===== config.mk =====
export PLATFORM = sky130hd
export DESIGN_NAME = instr_fetch_unit
export DESIGN_NICKNAME = d
export VERILOG_FILES = /design/src/rtl/cpu_pkg.sv /design/src/rtl/fetch_next_pc.sv /design/src/rtl/instr_fetch_unit.sv
export SDC_FILE = /design/constraint.sdc
export NUM_CORES = 1
export LEC_CHECK = 0
export ABC_CLOCK_PERIOD_IN_PS = 1400
export CAP_MARGIN = 40
export CELL_PAD_IN_SITES_DETAIL_PLACEMENT = 1
export CELL_PAD_IN_SITES_GLOBAL_PLACEMENT = 1
export CORE_MARGIN = 2
export CORE_UTILIZATION = 29
export CTS_BUF_LIST = sky130_fd_sc_hd__clkbuf_4 sky130_fd_sc_hd__clkbuf_8 sky130_fd_sc_hd__clkbuf_16
export DETAILED_ROUTE_END_ITERATION = 8
export PLACE_DENSITY_LB_ADDON = 0.15
export RECOVER_POWER = 50
export SYNTH_ARGS = -nofsm -noshare
export SYNTH_HDL_FRONTEND = slang
export SYNTH_HIERARCHICAL = 1
export SYNTH_SLANG_ARGS = --single-unit

===== constraint.sdc =====
create_clock -name clk -period 1.4 [get_ports clk]
set_input_delay 0.28 -clock clk [delete_from_list [all_inputs] [get_ports clk]]
set_output_delay 0.28 -clock clk [all_outputs]
set_load 0.05 [all_outputs]

===== src/rtl/cpu_pkg.sv =====
// Definitions shared by the fetch and decode stages of the 8-bit core.
// Holds the opcode map, the instruction field positions and the fetch FSM states.
package cpu_pkg;

    localparam logic [1:0] OP_ADD   = 2'b00;
    localparam logic [1:0] OP_LOAD  = 2'b01;
    localparam logic [1:0] OP_STORE = 2'b10;
    localparam logic [1:0] OP_JUMP  = 2'b11;

    localparam int OPCODE_MSB = 7;
    localparam int OPCODE_LSB = 6;
    localparam int IMM6_MSB   = 5;
    localparam int IMM6_LSB   = 0;

    typedef enum logic [1:0] {
        IDLE = 2'd0,
        RUN  = 2'd1,
        HALT = 2'd2
    } fetch_state_e;

endpackage


===== src/rtl/fetch_next_pc.sv =====
// Computes the PC that follows an instruction.
// A jump loads its zero-extended 6-bit immediate; every other opcode steps to pc+1, wrapping.
module fetch_next_pc
    import cpu_pkg::*;
#(
    parameter int ADDR_W  = 8,
    parameter int INSTR_W = 8
) (
    input  logic [ADDR_W-1:0]  pc,
    input  logic [INSTR_W-1:0] instruction,
    output logic [ADDR_W-1:0]  next_pc,
    output logic               is_jump
);

    logic [1:0] opcode;
    logic [5:0] imm6;

    always_comb begin
        opcode  = instruction[OPCODE_MSB:OPCODE_LSB];
        imm6    = instruction[IMM6_MSB:IMM6_LSB];
        is_jump = (opcode == OP_JUMP);
        next_pc = is_jump ? ADDR_W'(imm6) : pc + ADDR_W'(1);
    end

endmodule


===== src/rtl/instr_fetch_unit.sv =====
// Fetch front end: owns the PC, reads instruction memory and holds one fetched
// instruction in a valid/ready register for decode. Resolves jumps locally.
module instr_fetch_unit
    import cpu_pkg::*;
#(
    parameter int ADDR_W   = 8,
    parameter int INSTR_W  = 8,
    parameter int PROG_LEN = 5
) (
    input  logic               clk,
    input  logic               rst_n,
    output logic [ADDR_W-1:0]  Read_Address,
    input  logic [INSTR_W-1:0] Instruction,
    input  logic               Fetch_En,
    input  logic               Redirect,
    input  logic [ADDR_W-1:0]  Redirect_Target,
    output logic [INSTR_W-1:0] Instr_Out,
    output logic               Instr_Valid,
    input  logic               Instr_Ready,
    output logic [ADDR_W-1:0]  PC_Out,
    output logic               Halted
);

    fetch_state_e       state, state_next;
    logic [ADDR_W-1:0]  pc;
    logic [ADDR_W-1:0]  next_pc;
    logic               jump_unused;
    logic               past_end;
    logic               capture;

    fetch_next_pc #(
        .ADDR_W  (ADDR_W),
        .INSTR_W (INSTR_W)
    ) u_next_pc (
        .pc          (pc),
        .instruction (Instruction),
        .next_pc     (next_pc),
        .is_jump     (jump_unused)
    );

    assign Read_Address = pc;
    assign Halted       = (state == HALT);
    assign past_end     = (pc >= ADDR_W'(PROG_LEN));

    // Redirect outranks everything but reset; it also pulls the unit out of HALT.
    always_comb begin
        state_next = state;
        capture    = 1'b0;
        if (Redirect) begin
            state_next = RUN;
        end else begin
            case (state)
                IDLE: if (Fetch_En) state_next = RUN;
                RUN: begin
                    if (!Fetch_En)
                        state_next = IDLE;
                    else if (past_end)
                        state_next = HALT;
                    else if (!Instr_Valid || Instr_Ready)
                        capture = 1'b1;
                end
                HALT:    state_next = HALT;
                default: state_next = IDLE;
            endcase
        end
    end

    always_ff @(posedge clk) begin
        if (!rst_n)
            state <= IDLE;
        else
            state <= state_next;
    end

    // Output register; a consumed instruction with no replacement drops valid.
    always_ff @(posedge clk) begin
        if (!rst_n) begin
            pc          <= '0;
            Instr_Out   <= '0;
            PC_Out      <= '0;
            Instr_Valid <= 1'b0;
        end else if (Redirect) begin
            pc          <= Redirect_Target;
            Instr_Valid <= 1'b0;
        end else if (capture) begin
            Instr_Out   <= Instruction;
            PC_Out      <= pc;
            Instr_Valid <= 1'b1;
            pc          <= next_pc;
        end else if (Instr_Ready) begin
            Instr_Valid <= 1'b0;
        end
    end

endmodule


# Word-level counts from Yosys, hierarchy flattened
# Cells that the tools add are included.
[totals]
inputBits = 21
reg_bits = 27
word_cells = 41
[classes]
eq_ne = 7
reduce_logical = 9
bitwise_logic = 2
mux = 15
n_lt_le_gt_ge = 1
n_addsub = 1
[ops]
columns = ["operator", "count"]
rows = [
  ["8-bit 2-to-1 mux", 3],
  ["8-bit by 1-bit adder with 8-bit output (second input constant)", 1],
  ["8-bit by 3-bit >= comparator with 1-bit output (second input constant)", 1],
  ["1-bit 2-to-1 mux", 8],
  ["2-bit 2-to-1 mux", 3],
  ["3-bit != test (second input constant)", 2],
  ["2-bit one-hot mux with 3 select lines", 1],
  ["2-bit AND reduction", 3],
  ["2-bit == test (second input constant)", 2],
  ["4-bit != test (second input constant)", 1],
  ["2-bit nonzero test", 2],
  ["2-bit by 1-bit == test with 1-bit output (second input constant)", 1],
  ["2-bit zero test", 1],
  ["2-bit != test (second input constant)", 1],
  ["1-bit NOT", 2],
  ["2-bit OR reduction", 1],
  ["1-bit zero test", 1],
  ["1-bit logical OR", 1],
]

# Longest topological paths before layout
# Gate-level depths: netlist of run 1.
[depth]
depth_word = 9
depth_mapped = 7

# Hierarchy
# Netlist of run 1, hierarchy kept.
[by_module_without_submodules]
columns = ["module", "cells_each", "area_each_um2", "instances", "seq_area_each_um2"]
rows = [
  ["instr_fetch_unit", 119, 1183.6, 1, 540.5],
  ["fetch_next_pc", 33, 190.2, 1, 0.0],
]

# Worst setup path before layout of run 1
# OpenSTA, ideal clock, no wires.
[synth_timing]
path_kind = "reg-to-reg"
startpoint = "register pc[0], in the netlist Read_Address[0]"
endpoint = "register pc[6], in the netlist Read_Address[6]"
path_stages_with_launch = 8
t_arrival_ps = 1855
path_slack_ps = -527
synth_period_minus_slack_ps = 1927
required_ps = 1328
setup_ps = 72
cell_sequence = "dfxtp_1 > ha_1 > inv_1 > or3_1 > a21oi_1 > mux2_2 > nand2_1 > mux2i_1"
[synth_via]
elab_cells_between_ends = 10
cone_classes = "add/sub (1); order compare (1); mux (7); reduce/logical (1)"
[synth_rtl]
columns = ["item", "line", "source"]
rows = [
  ["from (decl)", "instr_fetch_unit.sv:25", "logic [ADDR_W-1:0] pc;"],
  ["from (signal assigned)", "instr_fetch_unit.sv:83", "pc <= Redirect_Target;"],
  ["from (signal assigned)", "instr_fetch_unit.sv:89", "pc <= next_pc;"],
  ["8-bit by 1-bit adder with 8-bit output", "fetch_next_pc.sv:22", "next_pc = is_jump ? ADDR_W'(imm6) : pc + ADDR_W'(1);"],
  ["8-bit 2-to-1 mux", "fetch_next_pc.sv:22", ""],
  ["net next_pc[6]", "instr_fetch_unit.sv:26", "logic [ADDR_W-1:0] next_pc;"],
  ["8-bit 2-to-1 mux", "instr_fetch_unit.sv:85", "end else if (capture) begin"],
  ["8-bit 2-to-1 mux", "instr_fetch_unit.sv:82", "end else if (Redirect) begin"],
]
# The timed path passes the listed nets, and every way through them passes these cells. The select of a mux whose other input is x is not followed.
# A chain may end at the register's enable or synchronous reset.

# Final worst setup path of run 1
[layout_timing]
startpoint = "register pc[2], in the netlist Read_Address[2]"
endpoint = "register pc[6], in the netlist Read_Address[6]"
# Same word-level chain as after synthesis.

==> results.txt, run 1 <==
- Nets in the synthesized netlist: 174
* Seq pwr share: 0.430
- The smallest clock period supported by the final layout is computed as between 1.5 and 2 ns.
* Headroom to the max-slew limit: 0.810
- Counting instances in the post-synthesis netlist gives the leading cell types as sky130_fd_sc_hd__nand2_1, sky130_fd_sc_hd__dfxtp_1, sky130_fd_sc_hd__mux2i_1.
- Clock latency on the worst-skew pair, taken at its later pin, is 0.28 ns.
- Arrival time of data at the critical path endpoint: approximately 1.7 ns
- The final reports fail on setup timing.
- Placeable core region: 4630 sq um
- The floorplan step set the die height to 72.8 um.
- The longest clock path from root to sink contains 2 buffers.
* Logic gate share of total power: 0.331
- The detail route stage leaves a number of antenna-violating nets equal to 0.
- Hpwl dp: 3310 um
* Final number of hold-violating endpoints: 0
* Power dissipated by switching net loads: 0.615 mW
* Rows: 25
- Detailed routing inserted a total of approximately 1400 vias.
- Summed over all cells, the static leakage comes to 1.01 nW.
- FF+latch count, synth: 27
- Of the total power, the share spent switching nets is 0.314.
- Top FF cell, synth: sky130_fd_sc_hd__dfxtp_1
* Fraction of layout cells with a size suffix above 1: 0.509
- The filler cells instantiated in the layout total 509.
- The routed design has between 4000 and 5000 um of wire.
- Port-buffer cells: 46
- Number of warnings reported in the yosys synthesis log: 6
- For this design, the sink count on the clock tree is 27.
- The area growth from synthesis to layout is 78.1%.
* Drt initial violations: 38
- Final-report max-slew violation count: 0
* Post-synthesis instance total: 152
* Fraction of synthesis flops using an asynchronous set or reset pin: 0
- Entering global routing, the biggest net connects 43 pins.
- Fin Clk Skew: 0.00542 ns
- In the routed design, unresolved DRC markers number 0.
* Top-count cell post-synth: sky130_fd_sc_hd__nand2_1
* Pwr per Cell Area: 800 nW/um^2
* Number of buffers created by CTS: 3
- The synthesized design contains 0 enable-type register cells.
- Each instance of the synthesized netlist takes up on average about 9.0 sq um.
* Top-level port count: 47
* Utilization after layout: 0.528
- Average routed wire per standard cell: 16.1 um
- Walking the worst path, the cells encountered are nand4_2, or3_1, a21oi_2, mux2_4, nand2_2, mux2i_1.
- The root buffer cell chosen for the clock tree is sky130_fd_sc_hd__clkbuf_8.
- Post-Route Hold Slack: between 0.4 and 0.5 ns
* Pwr Total: 1.96 mW
* Hold crit path type: in -> reg
- Measured along the x axis, the die boundary spans 72.8 um.
- In the finished design, the share of the clock period the worst path needs comes to 1.09.
- The worst-case IR drop observed on VDD is 369 uV.
* Unrepaired setup endpoints after global routing: true
- The share of total power dissipated in the clock network is 0.238.
- The repair_antennas step left the layout with diodes totalling 0.
- Setup violators final: 15
- Worst Hold Path Cells: 3
- Run status: complete, but fails checks
- Worst-case reg-to-reg path depth: 6
* Cell taking the most area after synthesis: sky130_fd_sc_hd__dfxtp_1
* Hold Buf Count CTS: 0
* Required time of the critical path: 1.60 ns
- The worst setup path is launched from a flip-flop.
* Type of destination of the critical path: flip-flop
- Slew at the pin with the worst max-slew slack: roughly 0.29 ns
- Setup total negative slack on the finished layout was measured at -0.731 ns.
- Sequential element share of the synthesized area: 0.393
- The number of antenna violations at the first check in global routing came to 0.
- In the global route stage, overall resource usage came out at 0.176.
- After detailed routing, the number of vias per cell comes to 4.95.
* Internal power component: 1.34 mW
- Across the run, the number of max-cap violations was 0.
- Of the post-synthesis cell area, the dominant cell type holds 0.393.
* Total number of nets in the final design: 249
* Die Area: 5300 sq um
- Slack of the critical path: -0.126 ns
- Setup slack of the most critical reg-to-reg path: -0.13 ns
* Starting Density: 0.297
- Crit-path max FO: 4
- The number of global-route vias before repair is between 1500 and 2000.
* Post-synth cell types: 30
- After clock tree synthesis, the clock-pin slew on the worst setup and hold paths is 0.10 ns.
* Top cells by area, synth: sky130_fd_sc_hd__dfxtp_1, sky130_fd_sc_hd__mux2i_1, sky130_fd_sc_hd__nand2_1, sky130_fd_sc_hd__mux2_2, sky130_fd_sc_hd__a21oi_1
- The first detailed-routing pass took 4 iterations.
* Critical path's largest stage delay: 0.42 ns
* F_max: roughly 660 MHz
* Slowest cell on the critical path: sky130_fd_sc_hd__or3_1
* Gpl congestion: 0.782
* Setup CP Type: reg -> reg
* Clock tree from TritonCTS: built
- Global-route wire length before repair: 7290 um
* Clock H-tree levels: 1
- After synthesis the cells add up to 1370 sq um.
- Summed over all layers, the global routing overflow is 0.
-- path summary, 6_finish.rpt --
check,start,end
setup / recovery,Read_Address[2],Read_Address[6]
hold / removal,Instruction[6],Instr_Out[6]
setup reg to reg,Read_Address[2],Read_Address[6]
hold reg to reg,Instr_Out[6],Instr_Out[6]
-- placed cells by master (no fill, tap or decap), types with 2 or more instances in the layout --
cell type / count
sky130_fd_sc_hd__or3_4: 2
sky130_fd_sc_hd__a21oi_1: 3
sky130_fd_sc_hd__clkdlybuf4s50_1: 17
sky130_fd_sc_hd__dfxtp_4: 7
sky130_fd_sc_hd__and3_4: 5
sky130_fd_sc_hd__dfxtp_1: 18
sky130_fd_sc_hd__nand2_1: 33
sky130_fd_sc_hd__nand3_2: 2
sky130_fd_sc_hd__mux2i_2: 2
sky130_fd_sc_hd__inv_2: 2
sky130_fd_sc_hd__buf_6: 7
sky130_fd_sc_hd__mux2_2: 3
sky130_fd_sc_hd__clkbuf_8: 3
sky130_fd_sc_hd__buf_4: 22
sky130_fd_sc_hd__or3_1: 2
sky130_fd_sc_hd__nand2_2: 4
sky130_fd_sc_hd__dlygate4sd2_1: 3
sky130_fd_sc_hd__buf_12: 15
sky130_fd_sc_hd__nor2_1: 6
sky130_fd_sc_hd__clkbuf_2: 14
sky130_fd_sc_hd__dfxtp_2: 2
sky130_fd_sc_hd__nand2b_1: 2
sky130_fd_sc_hd__mux2_4: 6
sky130_fd_sc_hd__a21oi_2: 4
sky130_fd_sc_hd__nor3_4: 2
sky130_fd_sc_hd__mux2i_1: 17
sky130_fd_sc_hd__o21ai_0: 3
-- flip-flops by register name, indices dropped and copies added (netlist names) --
| signal | flops |
|---|---|
| state | 2 |
| Instr_Out | 8 |
| Read_Address | 8 |
| PC_Out | 8 |
| Instr_Valid | 1 |
-- critical path: cells and delay by family (launching register included) --
| family | cells | cell delay (ns) |
|---|---|---|
| AND/OR/NAND/NOR | 3 | 0.61 |
| flip-flops | 1 | 0.39 |
| AO/OA/AOI/OAI | 1 | 0.14 |
| multiplexers | 2 | 0.30 |
-- area by class of cell --
class	count	area (sq um)	share of cell area
Clock inverter	1	5.00	0.00205
Inverter	2	7.51	0.00307
Multi-Input combinational cell	115	945	0.386
Clock buffer	3	41.3	0.0169
Sequential cell	27	569	0.233
Timing Repair Buffer	78	811	0.331
Tap cell	54	67.6	0.0276
-- repair_timing --
| action | in CTS | in global routing |
|---|---|---|
| setup buffers | 5 | 1 |
| gates resized for setup | 31 | 14 |
| pin swaps | 17 | 9 |
| endpoints found under the setup margin | 25 | 25 |
-- logic make-up (layout without fill, tap and decap cells) --
family,Yosys count,count (layout),synth area share
buf+inv,10,84,0.0337
flops,27,27,0.393
xor+xnor,3,3,0.0191
mux,28,28,0.212
fa+ha+maj,1,1,0.00911
compound gates,14,14,0.0656
simple gates,69,69,0.267
-- layer usage --
layer	GRT usage	vias to the layer above	part of all wire
met1	0.207	678	0.42
met4	0.0638	0	0.020
met2	0.322	32	0.52
li1	-	667	-
met5	0	-	0
met3	0.0262	8	0.041
-- power groups by stage --
stage          clock network (mW)  registers [mW]  logic [mW]
2_1_floorplan                   0           0.950       0.180
3_3_place_gp                    0           0.855       0.586
3_5_place_dp                    0           0.858       0.602
4_1_cts                     0.478           0.845       0.641
5_1_grt                     0.506           0.847       0.688
6_report                    0.467           0.842       0.649
-- through the flow --
| stage | setup WS, ns | cell area [sq um] | std cells |
|---|---|---|---|
| 2_1_floorplan | -0.105 | 1420 | 152 |
| 3_3_place_gp | -0.482 | 2410 | 272 |
| 3_5_place_dp | -0.545 | 2410 | 272 |
| 4_1_cts | -0.147 | 2590 | 279 |
| 5_1_grt | -0.204 | 2450 | 280 |
| 6_report | -0.126 | 2450 | 280 |
No activity file was read; power rests on OpenSTA's default activity.
==> run 2, diff against run 1 <==
SETUP_SLACK_MARGIN = 0.2   (was unset)
TNS_END_PERCENT = 50   (was unset)
==> results.txt, run 2 (same netlist as run 1, synthesis figures left out) <==
- The run finished, with violations left.
* Violated checks: setup timing
- After the flow finishes, the layout carries non-filler instances totaling 278.
- The clock reaches the later pin of the worst-skew pair after 0.28 ns.
* Fin Clk Skew: 0.00306 ns
- Number of global-route vias before repair: 1560
- In the routed design, unresolved DRC markers number 0.
* Port-buffer cells: 46
* Slowest cell on the critical path: sky130_fd_sc_hd__dfxtp_4
- Period utilization: 1.06
- The routed design uses 2340 um of met2 wire.
- Antenna violation net count after detailed routing: 0
- Ordered list of cells on the worst path: nand4_4, or3_4, a21oi_2, mux2_4, nand2_1, mux2i_1
- In the layout the commonest cells are sky130_fd_sc_hd__nand2_1, sky130_fd_sc_hd__buf_12, sky130_fd_sc_hd__buf_4.
- Summed over all nets, the switching power comes to 0.606 mW.
* TritonRoute pass-1 iters: 3
* Slew at the pin with the worst max-slew slack: 0.227 ns
- Data arrives at the worst endpoint at 1.69 ns.
- Power share of the clock group: 0.249
* Area added between synthesis and finish: 88.3%
- Unrepaired setup endpoints after global routing: true
* Tmin final: 1.48 ns
* Final-report max-slew violation count: 0
* Critical path's largest stage delay: 0.42 ns
- Die Area: around 5300 sq um
* Most common cell after layout, fill and taps aside: sky130_fd_sc_hd__nand2_1
- Of the total power, registers draw 0.431.
- In this run the count of I/O pins placed on the die edge is 47.
- IR analysis of the VDD net gives a maximum drop of 635 uV.
* Setup CP Type: reg -> reg
* Crit start category: flip-flop
- In this run the static leakage power is about 1.0 nW.
- Setup violators final: 19
- Setup slack at placement: -0.547 ns
- For this run, the post-layout net count is 247.
- Clock H-tree levels: 1
- Filler cell count in the final layout: 514
* Horizontal die dimension: 72.8 um
* Gpl congestion: about 0.88
* Vert. Die Dim: 72.8 um
* Hold crit path type: in -> reg
- Drt initial violations: 33
- 0 antenna diodes ended up in the layout.
- Post-Route Hold Slack: 0.409 ns
- Final Instance Area: ~2600 sq um
* Topmost layer with routed signal wires: met4
- After detailed routing, the wire length on met1 is 1740 um.
- The routed layout has 1322 vias.
- Maximum number of pins on one net before global-route repair: 43
* Number of placed instances with taps included: 273
* Internal power component: 1.37 mW
- The clock passes through at most 2 buffers.
- Logic gate share of total power: 0.320
- In this run the tightest slew margin relative to its limit is 0.848.
- Detailed routing placed a total of roughly 190 um of wire on met3.
- In this run the core area contains 25 standard-cell rows.
- In this run the worst path has a maximum fanout of 5.
- Required time of the critical path: roughly 1.6 ns
- Global-route wire length before repair: 7240 um
- Per-cell via count in the routed design: 4.76
- Max-cap violations in this run came to 0.
- Starting Density: 0.297
* F_max: 675 MHz
- Clock tree synthesis selected as its root buffer the cell sky130_fd_sc_hd__clkbuf_8.
- Average routed wire per standard cell: about 16 um
- Sequential cell area: 573 sq um
- The multi-input combinational cells in the finished layout cover a total of around 900 sq um.
- The core region is between 4000 and 5000 sq um.
* Setup slack of the most critical reg-to-reg path: -0.08 ns
- Antenna violations before repair: 0
- The number of hold violations in the final report came to 0.
* Clock tree from TritonCTS: built
- TritonCTS sink count: 27
* Pwr per Cell Area: 762 nW/um^2
- Grt ovf: 0
* Sw Ratio: 0.307
* Clock slew at the register clock pins of the worst setup and hold paths: 0.10 ns
- Fraction of layout cells with a size suffix above 1: 0.464
- The wire-length estimate of the detail-placed layout is 3370 um.
- Area after DPL: 2420 sq um
- WP buf/inv: 0
* CP top delay family: simple AND/OR/NAND/NOR gates
- Total routing usage reported by global routing: 0.178
- Type of destination of the critical path: flip-flop
- Total wirelength of the detailed-routed design: 4340 um
- TritonCTS created 3 clock buffers.
- Setup slack on the critical path of the routed design comes to -0.0819 ns.
-- run 2: layer usage --
layer / GRT usage / up-vias
li1: - / 660
met1: 0.190 / 624
met2: 0.333 / 32
met3: 0.0511 / 6
met4: 0.0597 / 0
met5: 0 / -
-- run 2: worst paths after layout --
path / from / end / cells after the start
max: Read_Address[3] / Read_Address[6] / 6
min: Instruction[6] / Instr_Out[6] / 3
max reg2reg: Read_Address[3] / Read_Address[6] / 6
min reg2reg: Instr_Out[3] / Instr_Out[3] / 2
-- run 2: layout make-up --
cell class,instances,share of cell area
multi-input combinational,115,0.343
sequential,27,0.222
clock buffer,4,0.0189
inverter,2,0.00290
tap,54,0.0261
timing repair buffer,76,0.388
-- run 2: stage by stage --
step | utilization | setup TNS, ns | total power, mW
2_1_floorplan | - | -0.883 | 1.13
4_1_cts | 0.548 | -1.91 | 1.98
3_5_place_dp | 0.523 | -11.09 | 1.47
6_report | 0.559 | -0.852 | 1.97
3_3_place_gp | 0.523 | -9.80 | 1.45
5_1_grt | 0.559 | -2.40 | 2.07
-- run 2: power by group through the flow --
stage	clock network [mW]	registers (mW)	logic, mW
after floorplan	0	0.950	0.180
after global placement	0	0.856	0.590
after detailed placement	0	0.858	0.609
after CTS	0.510	0.844	0.629
after global routing	0.547	0.855	0.671
final	0.491	0.850	0.631
-- run 2: tightest hold or removal path: cells and delay by family --
kind | cells | cell delay (ns)
AND/OR/NAND/NOR | 1 | 0.06
multiplexers | 1 | 0.06
buffers and inverters | 1 | 0.25
-- run 2: what timing repair did --
action | 4_1_cts | 5_1_grt
endpoints found under the hold margin | 0 | 0
gates resized for setup | 20 | 13
endpoints found under the setup margin | 35 | 36
buffers inserted | 1 | 0
pin swaps | 16 | 9
hold buffers | 0 | 0
